<file path="config.mk">
export PLATFORM = sky130hd
export DESIGN_NAME = fir_tap_sequencer
export DESIGN_NICKNAME = d
export VERILOG_FILES = /design/src/rtl/fir_pkg.sv /design/src/rtl/fir_strobe_pipe.sv /design/src/rtl/fir_tap_sequencer.sv
export SDC_FILE = /design/constraint.sdc
export NUM_CORES = 1
export LEC_CHECK = 0
export CORE_ASPECT_RATIO = 0.75
export CORE_MARGIN = 2
export CORE_UTILIZATION = 45
export DETAILED_ROUTE_END_ITERATION = 6
export GPL_TIMING_DRIVEN = 0
export PLACE_DENSITY_LB_ADDON = 0.25
export RECOVER_POWER = 100
export SLEW_MARGIN = 20
export SYNTH_ARGS = -nofsm -noshare
export SYNTH_HDL_FRONTEND = slang
export SYNTH_HIERARCHICAL = 1
export SYNTH_SLANG_ARGS = --single-unit
</file>
<file path="constraint.sdc">
create_clock -name clk -period 2.3 [get_ports clk]
set_input_delay 0.23 -clock clk [delete_from_list [all_inputs] [get_ports clk]]
set_output_delay 0.23 -clock clk [all_outputs]
set_load 0.005 [all_outputs]
</file>
<file path="src/rtl/fir_pkg.sv">
// ============================================================================
// Module   : fir_pkg
// Purpose  : Shared constants and types for the FIR tap sequencer slice.
// Revision : 1.0 - initial release
// ============================================================================
`default_nettype none

package fir_pkg;

    localparam int ADDR_W = 16;
    localparam int LEN_W  = 12;
    localparam int EXPT_W = 3;
    localparam int CBS_W  = 3;

    localparam logic [CBS_W-1:0] CBS_SAMPLE = 3'd0;
    localparam logic [CBS_W-1:0] CBS_COEF   = 3'd1;

    localparam int ST_W = 3;
    localparam logic [ST_W-1:0] ST_IDLE  = 3'd0;
    localparam logic [ST_W-1:0] ST_CFG   = 3'd1;
    localparam logic [ST_W-1:0] ST_ISX   = 3'd2;
    localparam logic [ST_W-1:0] ST_ISH   = 3'd3;
    localparam logic [ST_W-1:0] ST_DRAIN = 3'd4;

    // Kind of dag read issued in a given cycle, carried down the strobe pipe.
    typedef struct packed {
        logic is_x;
        logic is_h;
        logic first;
    } rd_kind_t;

endpackage

`default_nettype wire

</file>
<file path="src/rtl/fir_strobe_pipe.sv">
// ============================================================================
// Module   : fir_strobe_pipe
// Purpose  : L-deep delay of read kinds; emits operand loads and MAC strobes.
// Revision : 1.0 - initial release
// ============================================================================
`default_nettype none

module fir_strobe_pipe
    import fir_pkg::*;
#(
    parameter int L = 2
) (
    input  logic     clk,
    input  logic     rst_n,
    input  rd_kind_t kind,
    output logic     x_ld,
    output logic     h_ld,
    output logic     mac_en,
    output logic     mac_clr
);

    rd_kind_t r_stage [L];
    logic     r_mac_en;
    logic     r_mac_clr;

    always_ff @(posedge clk) begin
        if (!rst_n) begin
            for (int i = 0; i < L; i++) begin
                r_stage[i] <= '0;
            end
            r_mac_en  <= 1'b0;
            r_mac_clr <= 1'b0;
        end else begin
            r_stage[0] <= kind;
            for (int i = 1; i < L; i++) begin
                r_stage[i] <= r_stage[i-1];
            end
            // Both operands are loaded once the coefficient lands, so MAC follows h_ld.
            r_mac_en  <= r_stage[L-1].is_h;
            r_mac_clr <= r_stage[L-1].is_h & r_stage[L-1].first;
        end
    end

    assign x_ld    = r_stage[L-1].is_x;
    assign h_ld    = r_stage[L-1].is_h;
    assign mac_en  = r_mac_en;
    assign mac_clr = r_mac_clr;

endmodule

`default_nettype wire

</file>
<file path="src/rtl/fir_tap_sequencer.sv">
// ============================================================================
// Module   : fir_tap_sequencer
// Purpose  : Programs dag buffers and issues interleaved x/h reads per sample.
// Revision : 1.0 - initial release
// ============================================================================
`default_nettype none

module fir_tap_sequencer
    import fir_pkg::*;
#(
    parameter int NTAPS   = 8,
    parameter int DAG_LAT = 1,
    parameter int MEM_LAT = 1
) (
    input  logic              clk,
    input  logic              rst_n,
    input  logic              cfg_we,
    input  logic              cfg_sel,
    input  logic [ADDR_W-1:0] cfg_base,
    input  logic [LEN_W-1:0]  cfg_len,
    input  logic [EXPT_W-1:0] cfg_expt,
    input  logic              start,
    output logic              busy,
    output logic              done,
    output logic              cfg_err,
    output logic              dag_re,
    output logic [CBS_W-1:0]  dag_cbs,
    output logic              dag_we,
    output logic [ADDR_W-1:0] dag_base,
    output logic [LEN_W-1:0]  dag_len,
    output logic              dag_sign,
    output logic [EXPT_W-1:0] dag_expt,
    output logic              x_ld,
    output logic              h_ld,
    output logic              mac_en,
    output logic              mac_clr
);

    localparam int c_lat        = DAG_LAT + MEM_LAT;
    localparam int c_tap_w      = $clog2(NTAPS + 1);
    localparam int c_drain_w    = $clog2(c_lat + 2);
    localparam logic [c_tap_w-1:0]   c_last_tap   = c_tap_w'(NTAPS - 1);
    localparam logic [c_drain_w-1:0] c_drain_init = c_drain_w'(c_lat + 1);

    logic [ST_W-1:0]      r_state;
    logic [c_tap_w-1:0]   r_tap_cnt;
    logic [c_drain_w-1:0] r_drain_cnt;
    logic                 r_busy;
    logic                 r_done;
    logic                 r_cfg_err;
    logic                 r_dag_re;
    logic [CBS_W-1:0]     r_dag_cbs;
    logic                 r_dag_we;
    logic [ADDR_W-1:0]    r_dag_base;
    logic [LEN_W-1:0]     r_dag_len;
    logic [EXPT_W-1:0]    r_dag_expt;
    rd_kind_t             w_kind;

    always_ff @(posedge clk) begin
        if (!rst_n) begin
            r_state     <= ST_IDLE;
            r_tap_cnt   <= '0;
            r_drain_cnt <= '0;
            r_busy      <= 1'b0;
            r_done      <= 1'b0;
            r_cfg_err   <= 1'b0;
            r_dag_re    <= 1'b0;
            r_dag_cbs   <= '0;
            r_dag_we    <= 1'b0;
            r_dag_base  <= '0;
            r_dag_len   <= '0;
            r_dag_expt  <= '0;
        end else begin
            r_dag_we  <= 1'b0;
            r_done    <= 1'b0;
            r_cfg_err <= cfg_we && (r_state != ST_IDLE);
            case (r_state)
                ST_IDLE: begin
                    // Configuration takes priority; a simultaneous start is dropped.
                    if (cfg_we) begin
                        r_state    <= ST_CFG;
                        r_dag_we   <= 1'b1;
                        r_dag_cbs  <= {2'b00, cfg_sel};
                        r_dag_base <= cfg_base;
                        r_dag_len  <= cfg_len;
                        r_dag_expt <= cfg_expt;
                    end else if (start) begin
                        r_state   <= ST_ISX;
                        r_busy    <= 1'b1;
                        r_dag_re  <= 1'b1;
                        r_dag_cbs <= CBS_SAMPLE;
                        r_tap_cnt <= '0;
                    end
                end
                ST_CFG: begin
                    r_state    <= ST_IDLE;
                    r_dag_cbs  <= '0;
                    r_dag_base <= '0;
                    r_dag_len  <= '0;
                    r_dag_expt <= '0;
                end
                ST_ISX: begin
                    r_state   <= ST_ISH;
                    r_dag_cbs <= CBS_COEF;
                end
                ST_ISH: begin
                    r_tap_cnt <= r_tap_cnt + 1'b1;
                    r_dag_cbs <= CBS_SAMPLE;
                    if (r_tap_cnt == c_last_tap) begin
                        r_state     <= ST_DRAIN;
                        r_dag_re    <= 1'b0;
                        r_drain_cnt <= c_drain_init;
                    end else begin
                        r_state <= ST_ISX;
                    end
                end
                ST_DRAIN: begin
                    // Counter covers the strobe latency plus the trailing MAC cycle.
                    if (r_drain_cnt == '0) begin
                        r_state <= ST_IDLE;
                        r_busy  <= 1'b0;
                    end else begin
                        r_done      <= (r_drain_cnt == c_drain_w'(1));
                        r_drain_cnt <= r_drain_cnt - 1'b1;
                    end
                end
                default: begin
                    r_state <= ST_IDLE;
                end
            endcase
        end
    end

    always_comb begin
        w_kind       = '0;
        w_kind.is_x  = (r_state == ST_ISX);
        w_kind.is_h  = (r_state == ST_ISH);
        w_kind.first = (r_tap_cnt == '0);
    end

    fir_strobe_pipe #(
        .L (c_lat)
    ) u_strobe_pipe (
        .clk     (clk),
        .rst_n   (rst_n),
        .kind    (w_kind),
        .x_ld    (x_ld),
        .h_ld    (h_ld),
        .mac_en  (mac_en),
        .mac_clr (mac_clr)
    );

    assign busy     = r_busy;
    assign done     = r_done;
    assign cfg_err  = r_cfg_err;
    assign dag_re   = r_dag_re;
    assign dag_cbs  = r_dag_cbs;
    assign dag_we   = r_dag_we;
    assign dag_base = r_dag_base;
    assign dag_len  = r_dag_len;
    assign dag_sign = 1'b0;
    assign dag_expt = r_dag_expt;

endmodule

`default_nettype wire
</file>
==> flow_metrics.py <==
metrics = {
    "global_route": {
        "grt_max_degree": 18,
        "grt_pass1_vias": 1517,
        "gr-total-overflow": 0,
        "grt.total_usage_pct": 18.5,
        "antenna_found_initial": 0,
        "grt_pass1_wl_um": 6970,
    },
    "logic_synthesis": {
        "yosys_warnings": 6,
        "yosys.area.top_type": "dfxtp_1",
        "ys_seq_elements": 54,
        "synth_top_area_share_pct": 53.7,
        "synth.most_common_cell": "dfxtp_1",
        "ys.flop_type": "dfxtp_1",
        "synth-async-reset-ratio_pct": 0,
        "avgSynthCellArea_um2": 10.0,
        "synthCells": 201,
        "synth_cell_types": 38,
        "synth-edff-count": 0,
        "syn_area_mm2": 0.00201,
        "synthTopCellsByCount": "dfxtp_1, nand2_1, a22o_1, a21oi_1, nor2_1",
        "ys_seq_area_share_pct": 53.7,
        "synth_area_leaders": "dfxtp_1, a22o_1, nand2_1",
    },
    "clock_network": {
        "ctsResizeCount": 0,
        "cts_setup_buffers": 0,
        "htree_levels": 2,
        "cts.sinks": 54,
        "cts_tree": "yes",
        "path_clk_slew_ns": 0.10,
        "clockBufferDepth": 2,
        "hold_buffers": 0,
        "cts-root-buf": "clkbuf_8",
        "cts_buffers": 5,
        "clock_latency_ns": 0.31,
    },
    "critical_path": {
        "path_cells": "nor3_1 > and3_1 > clkbuf_1 > a22o_1",
        "cp_slowest_cell": "nor3_1",
        "arrival_ns": 2.21,
        "crit_family": "simple AND/OR/NAND/NOR gates",
        "reg2reg_depth": 4,
        "crit_buf_inv": 1,
        "worstReg2RegStart": "r_state[0]$_SDFFE_PN0P_",
        "critical_path_class": "register to register",
        "cp-end-kind": "register",
        "cp_data_required_time_ns": 2.55,
        "r2r_slack_ns": 0.34,
        "cp.depth": 4,
        "startpoint_type": "register",
        "timing.rr.end": "dag_len[8]$_SDFFE_PN0P_",
        "worstPathMaxFanout": 10,
        "slowest_delay_ns": 0.63,
    },
    "cells_and_area": {
        "syn2layout_area_growth_pct": 44.6,
        "finalInstanceArea_mm2": 0.00291,
        "antennaDiodeCount": 0,
        "final_nets": 325,
        "fin_util_pct": 66.4,
        "drive_gt1_share_pct": 8.39,
    },
    "drt": {
        "vias_per_cell": 4.97,
        "drt_iter0_drc": 67,
        "drc": 0,
        "avgRoutedWirePerCell_um": 13.4,
        "antenna_left": 0,
        "drtPass1Iterations": 4,
        "routed_wl_um": 4610,
        "dr_total_vias": 1703,
    },
    "sta": {
        "fin_skew_ns": 0.0122,
        "fin_ws_ns": 0.344,
        "fmax_mhz": 511,
        "timing.slew.headroom_pct": 41.0,
        "tightestPinTransition_ns": 0.872,
        "finalCriticalPeriod_ns": 1.96,
        "finalSetupTns_ns": 0,
        "hold_violations": 0,
        "finalCritPeriodShare_pct": 85.1,
        "rsz0062_at_grt": "false",
        "holdWs_ns": 0.283,
        "drv_slew": 0,
        "setup_viol": 0,
    },
    "die": {
        "start_util_pct": 45.9,
        "dieHeight_um": 61.9,
        "fp.coreArea_mm2": 0.00439,
        "die_w_um": 81.3,
        "row_count": 21,
        "ioPinCount": 80,
        "die_area_mm2": 0.00503,
    },
    "status": {
        "status": "complete, no violations",
    },
    "place": {
        "place_area_mm2": 0.00284,
        "post-place-ws_ns": 0.250,
        "dp_hpwl_um": 3360,
        "portBuffers": 75,
        "routabilityCongestion": 0.845,
    },
    "power_and_ir_drop": {
        "p_leak_uw": 0.00126,
        "power_density_mw_per_mm2": 654,
        "peakVddDrop_v": 0.000440,
    },
    "min_path": {
        "holdPathEnd": "cfg_err$_SDFF_PN0_",
        "worstHoldPathCells": 3,
        "hp-class": "primary input to register",
        "hold_start": "cfg_we",
    },
    "flow_run": {
        "drv_cap": 0,
    },
}
[per-layer routing]
| layer | wire, um | GRT usage, % | vias to the layer above |
|---|---|---|---|
| li1 | - | - | 861 |
| met1 | 2170 | 23.8 | 772 |
| met2 | 1970 | 28.2 | 63 |
| met3 | 415 | 7.51 | 7 |
| met4 | 50 | 7.02 | 0 |
| met5 | 0 | 0 | - |
[state kept, by name (all words and copies together) (netlist names), 2 cells and up]
name,cells
dag_base,16
u_strobe_pipe/r_stage,6
dag_len,12
r_state,3
dag_expt,3
r_tap_cnt,4
r_drain_cnt,2
[tightest hold or removal path, stage by stage]
cell and delay, ns:
clkbuf_1 0.19, nand2_1 0.10, nor2_1 0.04
[cells by family (layout without fill, tap and decap cells)]
| logic type | Yosys count | in the layout | share of synthesized area [%] |
|---|---|---|---|
| AOI/OAI and AO/OA | 55 | 55 | 19.6 |
| adders and majority gates | 4 | 4 | 2.48 |
| buffers and inverters | 20 | 103 | 5.78 |
| DFF | 54 | 54 | 53.7 |
| other | 1 | 3 | 0.186 |
| and+or+nand+nor | 67 | 67 | 18.3 |
[power by group]
part / switching, uW / internal, uW / leakage, uW
Combinational: 136 / 182 / 0.000774
Clock: 316 / 248 / 0.0000478
Sequential: 31.0 / 993 / 0.000441
Total: 483 / 1420 / 0.00126
[metrics by stage]
| stage | power, uW | cells |
|---|---|---|
| 2_1_floorplan | 1200 | 203 |
| 3_3_place_gp | 1380 | 335 |
| 3_5_place_dp | 1390 | 335 |
| 4_1_cts | 1940 | 343 |
| 5_1_grt | 2000 | 343 |
| 6_report | 1910 | 343 |
[layout make-up]
class	count	area, um2
buffer	14	83.8
clock buffer	6	82.6
clock inverter	2	16.3
fill	364	1480
inverter	6	22.5
multi-input combinational	129	805
sequential	54	1080
tap	57	71.3
timing repair buffer	75	751
[layout by cell type (no fill, tap or decap), types with 7 or more instances in the layout]
master,count
clkdlybuf4s50_1,33
nor2_1,8
dfxtp_1,54
dlygate4sd3_1,42
clkbuf_1,7
and2_2,7
a22o_1,20
a21oi_1,13
nand2_1,29
[worst max path at each step]
stage,start,to
5_1_grt,r_state[0]$_SDFFE_PN0P_,dag_len[8]$_SDFFE_PN0P_
3_3_place_gp,rst_n,dag_cbs[0]$_SDFFE_PN0P_
4_1_cts,rst_n,dag_cbs[0]$_SDFFE_PN0P_
3_5_place_dp,rst_n,dag_cbs[0]$_SDFFE_PN0P_
6_report,r_state[0]$_SDFFE_PN0P_,dag_len[8]$_SDFFE_PN0P_
2_1_floorplan,r_drain_cnt[0]$_SDFFE_PN0P_,r_drain_cnt[1]$_SDFFE_PN0P_
Note: power is estimated with default switching activity, not from simulation.
